<file path="src/rtl/mc_pkg.sv">
// Shared encodings for the multi-cycle MIPS controller and datapath:
// FSM states, mux selects, ALU operations, opcodes and R-type functs.
package mc_pkg;

  typedef enum logic [3:0] {
    S_FETCH = 4'd0,
    S_DCD   = 4'd1,
    S_MA    = 4'd2,
    S_MR    = 4'd3,
    S_MW    = 4'd4,
    S_MWB   = 4'd5,
    S_EXE   = 4'd6,
    S_AWB   = 4'd7,
    S_BR    = 4'd8,
    S_JMP   = 4'd9,
    S_HALT  = 4'd15
  } state_e;

  localparam logic [1:0] NPC_PC4 = 2'b00;
  localparam logic [1:0] NPC_BR  = 2'b01;
  localparam logic [1:0] NPC_J   = 2'b10;
  localparam logic [1:0] NPC_JR  = 2'b11;

  localparam logic [1:0] WD_ALU  = 2'b00;
  localparam logic [1:0] WD_DMR  = 2'b01;
  localparam logic [1:0] WD_LINK = 2'b10;

  localparam logic [1:0] RD_RT = 2'b00;
  localparam logic [1:0] RD_RD = 2'b01;
  localparam logic [1:0] RD_RA = 2'b10;

  localparam logic [2:0] ALU_ADD = 3'b000;
  localparam logic [2:0] ALU_SUB = 3'b001;
  localparam logic [2:0] ALU_OR  = 3'b010;
  localparam logic [2:0] ALU_AND = 3'b011;
  localparam logic [2:0] ALU_SLT = 3'b100;
  localparam logic [2:0] ALU_LUI = 3'b101;

  localparam logic [5:0] OP_RTYPE = 6'b000000;
  localparam logic [5:0] OP_ADDIU = 6'b001001;
  localparam logic [5:0] OP_ORI   = 6'b001101;
  localparam logic [5:0] OP_LUI   = 6'b001111;
  localparam logic [5:0] OP_LW    = 6'b100011;
  localparam logic [5:0] OP_SW    = 6'b101011;
  localparam logic [5:0] OP_BEQ   = 6'b000100;
  localparam logic [5:0] OP_J     = 6'b000010;
  localparam logic [5:0] OP_JAL   = 6'b000011;

  localparam logic [5:0] FN_ADDU = 6'b100001;
  localparam logic [5:0] FN_SUBU = 6'b100011;
  localparam logic [5:0] FN_AND  = 6'b100100;
  localparam logic [5:0] FN_OR   = 6'b100101;
  localparam logic [5:0] FN_SLT  = 6'b101010;
  localparam logic [5:0] FN_JR   = 6'b001000;

  typedef enum logic [2:0] {
    C_MEM,
    C_ALU,
    C_BR,
    C_JMP,
    C_ILL
  } iclass_e;

  // Coarse instruction class that picks the path out of decode.
  function automatic iclass_e classify(input logic [5:0] op, input logic [5:0] funct);
    iclass_e c;
    c = C_ILL;
    case (op)
      OP_RTYPE: begin
        case (funct)
          FN_ADDU, FN_SUBU, FN_AND, FN_OR, FN_SLT: c = C_ALU;
          FN_JR:                                   c = C_JMP;
          default:                                 c = C_ILL;
        endcase
      end
      OP_ADDIU, OP_ORI, OP_LUI: c = C_ALU;
      OP_LW, OP_SW:             c = C_MEM;
      OP_BEQ:                   c = C_BR;
      OP_J, OP_JAL:             c = C_JMP;
      default:                  c = C_ILL;
    endcase
    return c;
  endfunction

endpackage

</file>
<file path="src/rtl/mc_if.sv">
// Controller <-> datapath bundle: instruction fields and flags in,
// every datapath control strobe and select out.
interface mc_if;
  logic [5:0]  op;
  logic [15:0] Imm;
  logic        Zero;
  logic [1:0]  NPCOp;
  logic        PCWr;
  logic        IRWr;
  logic [1:0]  WDSel;
  logic [1:0]  RegDst;
  logic        RegWr;
  logic        ExtOp;
  logic        ALUSelB;
  logic [2:0]  ALUOp;
  logic        MemWr;
  logic [3:0]  state;

  modport master (
    input  op, Imm, Zero,
    output NPCOp, PCWr, IRWr, WDSel, RegDst, RegWr, ExtOp, ALUSelB, ALUOp, MemWr, state
  );

  modport slave (
    output op, Imm, Zero,
    input  NPCOp, PCWr, IRWr, WDSel, RegDst, RegWr, ExtOp, ALUSelB, ALUOp, MemWr, state
  );
endinterface

</file>
<file path="src/rtl/mc_alu_dec.sv">
// ALU operand/operation decode from opcode and funct; the controller
// applies these only in the states that actually use the ALU.
module mc_alu_dec
  import mc_pkg::*;
(
  input  logic [5:0] op_i,
  input  logic [5:0] funct_i,
  output logic [2:0] alu_op_o,
  output logic       ext_op_o,
  output logic       alu_selb_o
);

  always_comb begin
    alu_op_o   = ALU_ADD;
    ext_op_o   = 1'b0;
    alu_selb_o = 1'b0;
    case (op_i)
      OP_RTYPE: begin
        case (funct_i)
          FN_SUBU: alu_op_o = ALU_SUB;
          FN_AND:  alu_op_o = ALU_AND;
          FN_OR:   alu_op_o = ALU_OR;
          FN_SLT:  alu_op_o = ALU_SLT;
          default: alu_op_o = ALU_ADD;
        endcase
      end
      OP_ADDIU, OP_LW, OP_SW: begin
        alu_op_o   = ALU_ADD;
        ext_op_o   = 1'b1;
        alu_selb_o = 1'b1;
      end
      OP_ORI: begin
        alu_op_o   = ALU_OR;
        alu_selb_o = 1'b1;
      end
      OP_LUI: begin
        alu_op_o   = ALU_LUI;
        alu_selb_o = 1'b1;
      end
      OP_BEQ:  alu_op_o = ALU_SUB;
      default: alu_op_o = ALU_ADD;
    endcase
  end

endmodule

</file>
<file path="src/rtl/mc_ctrl.sv">
// Multi-cycle main controller: Moore FSM sequencing fetch/decode/execute/
// memory/writeback; only PCWr in the branch state looks at Zero.
module mc_ctrl
  import mc_pkg::*;
#(
  parameter logic ILLEGAL_NOP = 1'b1
) (
  input  logic  clk,
  input  logic  reset,
  mc_if.master  dp_io
);

  state_e     state_q, state_d;
  logic [5:0] op, funct;
  iclass_e    cls;

  logic [2:0] dec_alu_op;
  logic       dec_ext_op, dec_alu_selb;

  logic [1:0] npc_op, wd_sel, reg_dst;
  logic [2:0] alu_op;
  logic       pc_wr, ir_wr, reg_wr, mem_wr, ext_op, alu_selb;

  assign op    = dp_io.op;
  assign funct = dp_io.Imm[5:0];
  assign cls   = classify(op, funct);

  mc_alu_dec u_alu_dec (
    .op_i       (op),
    .funct_i    (funct),
    .alu_op_o   (dec_alu_op),
    .ext_op_o   (dec_ext_op),
    .alu_selb_o (dec_alu_selb)
  );

  always_ff @(posedge clk) begin
    if (!reset) state_q <= S_FETCH;
    else        state_q <= state_d;
  end

  always_comb begin
    state_d = S_FETCH;
    case (state_q)
      S_FETCH: state_d = S_DCD;
      S_DCD: begin
        case (cls)
          C_MEM:   state_d = S_MA;
          C_ALU:   state_d = S_EXE;
          C_BR:    state_d = S_BR;
          C_JMP:   state_d = S_JMP;
          default: state_d = ILLEGAL_NOP ? S_FETCH : S_HALT;
        endcase
      end
      S_MA:    state_d = (op == OP_SW) ? S_MW : S_MR;
      S_MR:    state_d = S_MWB;
      S_EXE:   state_d = S_AWB;
      S_HALT:  state_d = S_HALT;
      default: state_d = S_FETCH;
    endcase
  end

  always_comb begin
    npc_op   = NPC_PC4;
    pc_wr    = 1'b0;
    ir_wr    = 1'b0;
    wd_sel   = WD_ALU;
    reg_dst  = RD_RT;
    reg_wr   = 1'b0;
    ext_op   = 1'b0;
    alu_selb = 1'b0;
    alu_op   = ALU_ADD;
    mem_wr   = 1'b0;
    case (state_q)
      S_FETCH: begin
        ir_wr = 1'b1;
        pc_wr = 1'b1;
      end
      S_MA, S_EXE: begin
        alu_op   = dec_alu_op;
        ext_op   = dec_ext_op;
        alu_selb = dec_alu_selb;
      end
      S_MW:  mem_wr = 1'b1;
      S_MWB: begin
        reg_wr = 1'b1;
        wd_sel = WD_DMR;
      end
      // ALU controls stay up so ALUOUT is still valid while it is written back.
      S_AWB: begin
        alu_op   = dec_alu_op;
        ext_op   = dec_ext_op;
        alu_selb = dec_alu_selb;
        reg_wr   = 1'b1;
        reg_dst  = (op == OP_RTYPE) ? RD_RD : RD_RT;
      end
      S_BR: begin
        alu_op   = dec_alu_op;
        ext_op   = dec_ext_op;
        alu_selb = dec_alu_selb;
        npc_op   = NPC_BR;
        pc_wr    = dp_io.Zero;
      end
      S_JMP: begin
        pc_wr = 1'b1;
        if (op == OP_RTYPE) begin
          npc_op = NPC_JR;
        end else begin
          npc_op = NPC_J;
          if (op == OP_JAL) begin
            reg_wr  = 1'b1;
            reg_dst = RD_RA;
            wd_sel  = WD_LINK;
          end
        end
      end
      default: ;
    endcase
  end

  // Write strobes are gated by reset so an abandoned instruction writes nothing.
  assign dp_io.PCWr    = pc_wr  & reset;
  assign dp_io.IRWr    = ir_wr  & reset;
  assign dp_io.RegWr   = reg_wr & reset;
  assign dp_io.MemWr   = mem_wr & reset;
  assign dp_io.NPCOp   = npc_op;
  assign dp_io.WDSel   = wd_sel;
  assign dp_io.RegDst  = reg_dst;
  assign dp_io.ExtOp   = ext_op;
  assign dp_io.ALUSelB = alu_selb;
  assign dp_io.ALUOp   = alu_op;
  assign dp_io.state   = state_q;

endmodule

</file>
<file path="src/flat_wrapper.sv">
// flat-port wrapper written by rule: the top's interface ports become plain ports
module mc_ctrl_flat import mc_pkg::*;
#(
  parameter logic ILLEGAL_NOP = 1'b1
)
  (clk, reset, dp_io_op, dp_io_Imm, dp_io_Zero, dp_io_NPCOp, dp_io_PCWr, dp_io_IRWr, dp_io_WDSel, dp_io_RegDst, dp_io_RegWr, dp_io_ExtOp, dp_io_ALUSelB, dp_io_ALUOp, dp_io_MemWr, dp_io_state);
  mc_if dp_io_i ();
  input  logic clk;
  input  logic reset;
  input wire logic [$bits(dp_io_i.op)-1:0] dp_io_op;
  input wire logic [$bits(dp_io_i.Imm)-1:0] dp_io_Imm;
  input wire logic [$bits(dp_io_i.Zero)-1:0] dp_io_Zero;
  output wire logic [$bits(dp_io_i.NPCOp)-1:0] dp_io_NPCOp;
  output wire logic [$bits(dp_io_i.PCWr)-1:0] dp_io_PCWr;
  output wire logic [$bits(dp_io_i.IRWr)-1:0] dp_io_IRWr;
  output wire logic [$bits(dp_io_i.WDSel)-1:0] dp_io_WDSel;
  output wire logic [$bits(dp_io_i.RegDst)-1:0] dp_io_RegDst;
  output wire logic [$bits(dp_io_i.RegWr)-1:0] dp_io_RegWr;
  output wire logic [$bits(dp_io_i.ExtOp)-1:0] dp_io_ExtOp;
  output wire logic [$bits(dp_io_i.ALUSelB)-1:0] dp_io_ALUSelB;
  output wire logic [$bits(dp_io_i.ALUOp)-1:0] dp_io_ALUOp;
  output wire logic [$bits(dp_io_i.MemWr)-1:0] dp_io_MemWr;
  output wire logic [$bits(dp_io_i.state)-1:0] dp_io_state;
  assign dp_io_i.op = dp_io_op;
  assign dp_io_i.Imm = dp_io_Imm;
  assign dp_io_i.Zero = dp_io_Zero;
  assign dp_io_NPCOp = dp_io_i.NPCOp;
  assign dp_io_PCWr = dp_io_i.PCWr;
  assign dp_io_IRWr = dp_io_i.IRWr;
  assign dp_io_WDSel = dp_io_i.WDSel;
  assign dp_io_RegDst = dp_io_i.RegDst;
  assign dp_io_RegWr = dp_io_i.RegWr;
  assign dp_io_ExtOp = dp_io_i.ExtOp;
  assign dp_io_ALUSelB = dp_io_i.ALUSelB;
  assign dp_io_ALUOp = dp_io_i.ALUOp;
  assign dp_io_MemWr = dp_io_i.MemWr;
  assign dp_io_state = dp_io_i.state;
  mc_ctrl #(.ILLEGAL_NOP(ILLEGAL_NOP)) u_core (.clk(clk), .reset(reset), .dp_io(dp_io_i));
endmodule
</file>
<file path="config.mk">
export PLATFORM = sky130hd
export DESIGN_NAME = mc_ctrl_flat
export DESIGN_NICKNAME = d
export VERILOG_FILES = /design/src/rtl/mc_pkg.sv /design/src/rtl/mc_if.sv /design/src/rtl/mc_alu_dec.sv /design/src/rtl/mc_ctrl.sv /design/src/flat_wrapper.sv
export SDC_FILE = /design/constraint.sdc
export NUM_CORES = 1
export LEC_CHECK = 0
export CELL_PAD_IN_SITES_DETAIL_PLACEMENT = 0
export CELL_PAD_IN_SITES_GLOBAL_PLACEMENT = 1
export CORE_MARGIN = 8
export CORE_UTILIZATION = 24
export DETAILED_ROUTE_END_ITERATION = 12
export GPL_ROUTABILITY_DRIVEN = 0
export GPL_TIMING_DRIVEN = 0
export HOLD_SLACK_MARGIN = 0.03
export PLACE_DENSITY_LB_ADDON = 0.1
export SYNTH_ARGS = -nofsm -noshare
export SYNTH_HDL_FRONTEND = slang
export SYNTH_SLANG_ARGS = --single-unit
</file>
<file path="constraint.sdc">
create_clock -name clk -period 3.1 [get_ports clk]
set_clock_uncertainty 0.05 [all_clocks]
set_input_delay 0.93 -clock clk [delete_from_list [all_inputs] [get_ports clk]]
set_output_delay 0.93 -clock clk [all_outputs]
set_load 0.02 [all_outputs]
</file>
-- Word-level counts from Yosys, hierarchy flattened
Cells that the tools add are included.
- input port bits: 25
- register bits after elaboration: 4
- logic and storage cells: 69
- equality and inequality tests: 27
- bitwise gates (word level): 4
- mux-type cells: 25
- reductions and logical operators: 12
- operator list (kind ; count):
    $eq 6x6->1 const B ; 7
    $eq 6x4->1 const B ; 4
    $pmux 3 s4 ; 2
    $pmux 4 s6 ; 1
    $eq 4x3->1 const B ; 4
    $pmux 4 s4 ; 1
    $pmux 3 s5 ; 1
    $eq 4x4->1 const B ; 3
    $eq 6x2->1 const B ; 2
    $pmux 2 s2 ; 3
    $mux 1 ; 10
    $reduce_or 5->1 ; 2
    $eq 4x2->1 const B ; 2
    $reduce_or 2->1 ; 4
    $eq 3x2->1 const B ; 2
    $eq 6x3->1 const B ; 1
    $logic_not 6->1 ; 1
    $mux 3 ; 2
    $pmux 3 s2 ; 1
    $reduce_or 3->1 ; 2
    $and 1x1->1 ; 4
    $eq 4x1->1 const B ; 1
    $logic_not 4->1 ; 1
    $mux 2 ; 2
    other kinds (4) ; 5

-- Longest topological paths before layout
- depth in word-level cells: 7
- mapped depth: 6
- mapped depth without buffers: 5

-- Cells and area by module
From an unflattened synthesis, not the netlist that was laid out.
- cells, all modules: 116
- area, all modules: 788.3 sq um
- modules (own cells, without submodules) (module ; area an instance (sq um) ; sequential area each (sq um) ; cells each ; times used):
    mc_ctrl ; 633.1 ; 80.1 ; 94 ; 1
    mc_alu_dec ; 155.1 ; 0.0 ; 22 ; 1

-- Least setup slack after synthesis
OpenSTA, ideal clock, no wires.
- path type: input to output
- from: input port dp_io_op[3]
- to: output port dp_io_ALUOp[2]
- required time: 2.120 ns
- data arrival time: 2.110 ns
- stages on the path: 6
- setup slack: 0.010 ns
- cell sequence: buf_4 > nor4_4 > nand2_2 > nor2_1 > nand4_1 > a21oi_1
- word-level cells in the longest chain between the ends: 3
- RTL lines (item ; line ; text):
    start: declaration ; flat_wrapper.sv:10 ; input wire logic [$bits(dp_io_i.op)-1:0] dp_io_op;
    $eq 6x3->1, or another cell as far along ; mc_alu_dec.sv:17 ; case (op_i)
    $pmux 3 s4 * ; mc_alu_dec.sv:17 ;
    $mux 3 * ; mc_ctrl.sv:73 ; case (state_q)
    end: declaration ; flat_wrapper.sv:21 ; output wire logic [$bits(dp_io_i.ALUOp)-1:0] dp_io_ALUOp;
Mark *: on every way between the ends. The rest lies on a longest branch, timed or not.

-- Worst setup path in the final report
- from: input port dp_io_op[2]
- to: output port dp_io_ALUOp[2]
The elaborated chain is that of the path after synthesis.

==> impl_metrics.env <==
export IMPL_cp_start_kind="primary input"
export IMPL_routed_wl_um=2610
export IMPL_htree_levels=1
export IMPL_overflow=0
export IMPL_vias_per_cell=5.19
export IMPL_hold_buffers=0
export IMPL_num_vias=987
export IMPL_area_growth_pct=58.1
export IMPL_cp_max_fo=5
export IMPL_synth_seq_area_share_pct=10.9
export IMPL_final_cells=190
export IMPL_ys_ff_latch=4
export IMPL_hp_class="reg2reg"
export IMPL_status="completed"
export IMPL_timing_slew_headroom_pct=72.8
export IMPL_numCtsBuffers=3
export IMPL_mostFrequentLayoutCell="nor2_1"
export IMPL_path_cells="buf_12 > nor4_4 > nand2_2 > nor2_4 > nand4_1 > a21oi_1 > buf_4"
export IMPL_final_hold_viol_count=0
export IMPL_cp_top_family="simple AND/OR/NAND/NOR gates"
export IMPL_worst_pin_slew_ns=0.408
export IMPL_grt_pass1_vias=988
export IMPL_core_mm2=0.00298
export IMPL_cap_violations=0
export IMPL_yosysWarnings=0
export IMPL_cts_tree="yes"
export IMPL_dp_cells=178
export IMPL_io_buffers=28
export IMPL_synthFlopType="dfxtp_1"
export IMPL_cpPeakStageDelay_ns=0.29
export IMPL_critical_path_class="in2out"
export IMPL_power_frac_comb_pct=46.9
export IMPL_core_rowCount=20
export IMPL_synth_avg_cell_area_um2=6.30
export IMPL_antenna_found_initial=0
export IMPL_switching_share_pct=35.8
export IMPL_cts_max_path_buffers=2
export IMPL_p_switching_mw=0.0815
export IMPL_grt_usage_pct=10.2
export IMPL_netlist_area_um2=737
export IMPL_fmax_mhz=331
export IMPL_drive_gt1_share_pct=23.6
export IMPL_timing_critical_path_buf_inv=2
export IMPL_p_int_mw=0.146
export IMPL_fin_crit_ns=3.02
export IMPL_synth_cell_types=40
export IMPL_syn_nets=142
export IMPL_drt_iter0_drc=58
export IMPL_setup_viol=0
export IMPL_cp_slowest_cell="nor4_4"
export IMPL_io_pins=44
export IMPL_nNetsFinal=184
export IMPL_drc=0
export IMPL_layout_common_cells="16 x nor2_1, 15 x a21oi_1, 14 x buf_4"
export IMPL_grt_first_pass_wirelength_um=4410
export IMPL_dieArea_mm2=0.00510
export IMPL_drv_slew=0
export IMPL_fin_crit_sh_pct=97.5
export IMPL_peakVddDrop_mv=0.0621
export IMPL_start_util_pct=24.7
export IMPL_cts_sinks=4
export IMPL_total_power_mw=0.227
export IMPL_fp_dieH_um=71.4
export IMPL_cp_required_ns=2.12
export IMPL_cts_root_buf="clkbuf_4"
export IMPL_worstSetupEndpointType="output pin"
export IMPL_largest_reg_flops=4
export IMPL_fillerInstances=357
export IMPL_post_dp_hpwl_um=1990
export IMPL_wl_per_cell_um=13.7
export IMPL_finalSetupTns_ns=0
export IMPL_rsz0062_at_grt="yes"
export IMPL_drt_pass1_iterations=4
export IMPL_insertion_delay_ns=0.23
export IMPL_powerDensity_mw_per_mm2=195
export IMPL_grt_start_max_net_pins=11
export IMPL_clkTransAtPathRegs_ns=0.04
export IMPL_power_leakage_nw=0.450
export IMPL_p_seq_share_pct=25.2
export IMPL_p_clk_share_pct=28.0
export IMPL_arrival_ns=2.04
export IMPL_synth_edf_count=0
export IMPL_ant_nets=0
export IMPL_syn_inst=117
export IMPL_antenna_cells=0
export IMPL_fp_dieW_um=71.4
export IMPL_synthArstFlopShare_pct=0
export IMPL_final_util_pct=39.1
==> worst paths after layout <==
path | startpoint | to | slack [ns] | cells after the start
hold / removal | u_core.dp_io.state[3] | u_core.dp_io.state[3] | 0.64 | 3
setup reg to reg | u_core.dp_io.state[2] | u_core.dp_io.state[0] | 1.31 | 6
hold reg to reg | u_core.dp_io.state[3] | u_core.dp_io.state[3] | 0.64 | 3
setup / recovery | dp_io_op[2] | dp_io_ALUOp[2] | 0.08 | 7
==> area by class of cell <==
type | count | area [um2] | area share, %
Multi-Input combinational cell | 100 | 619 | 53.2
Timing Repair Buffer | 37 | 314 | 27.0
Sequential cell | 4 | 80.1 | 6.87
Buffer | 9 | 72.6 | 6.23
Tap cell | 33 | 41.3 | 3.54
Clock buffer | 3 | 22.5 | 1.93
Inverter | 4 | 15.0 | 1.29
==> routing by layer <==
metal / share of wire [%] / track usage, % / vias up / wire, um
met1: 47 / 12.7 / 449 / 1220
met2: 48 / 16.3 / 19 / 1250
met3: 5.3 / 2.65 / 0 / 139
met5: 0 / 0 / - / 0
li1: - / - / 519 / -
met4: 0 / 3.46 / 0 / 0
==> synth_stat cells (3+ instances only) <==
library cell | n | area share, %
nor2_1 | 18 | 9.2
a21oi_1 | 16 | 11
nand3_1 | 10 | 6.8
nand2_1 | 7 | 3.6
clkbuf_1 | 6 | 3.1
nand2b_1 | 5 | 4.2
dfxtp_1 | 4 | 11
inv_1 | 4 | 2.0
nor4_1 | 4 | 3.4
nor3_1 | 3 | 2.0
nor3b_1 | 3 | 3.1
o21ai_0 | 3 | 2.0
==> tightest hold or removal path, delay by kind of cell, from the launching register on <==
kind / cells / cell delay, ns
and+or+nand+nor: 2 / 0.26
AOI/OAI and AO/OA: 1 / 0.06
DFF: 1 / 0.31
==> power groups by stage <==
stage	clock network, mW	logic, mW	registers [mW]
after detailed placement	0	0.0982	0.0579
after global placement	0	0.0979	0.0578
final	0.0637	0.107	0.0572
after global routing	0.0715	0.117	0.0574
after CTS	0.0681	0.0968	0.0571
after floorplan	0	0.0559	0.0596
==> logic make-up (layout without fill, tap and decap cells) <==
family                 Yosys count  in the layout  share of synthesized area [%]
multiplexers                     2              2                           2.72
XOR/XNOR                         1              1                           1.19
AND/OR/NAND/NOR                 64             64                           48.0
flip-flops                       4              4                           10.9
buffers and inverters           13             53                           8.32
AO/OA/AOI/OAI                   33             33                           28.9
==> repair_timing <==
action	4_1_cts	5_1_grt
gates resized for setup	49	21
endpoints found under the setup margin	13	11
buffers inserted	1	8
pin swaps	2	4
==> metrics by stage <==
stage | setup slack [ns] | hold WS [ns] | cell area [um2]
after global placement | -0.925 | 0.624 | 1060
after detailed placement | -0.922 | 0.624 | 1060
after CTS | -0.0145 | 0.631 | 1090
after global routing | -0.0154 | 0.689 | 1160
after floorplan | 0.00990 | 0.677 | 737
final | 0.0782 | 0.640 | 1160
(Power assumes the default switching activity.)
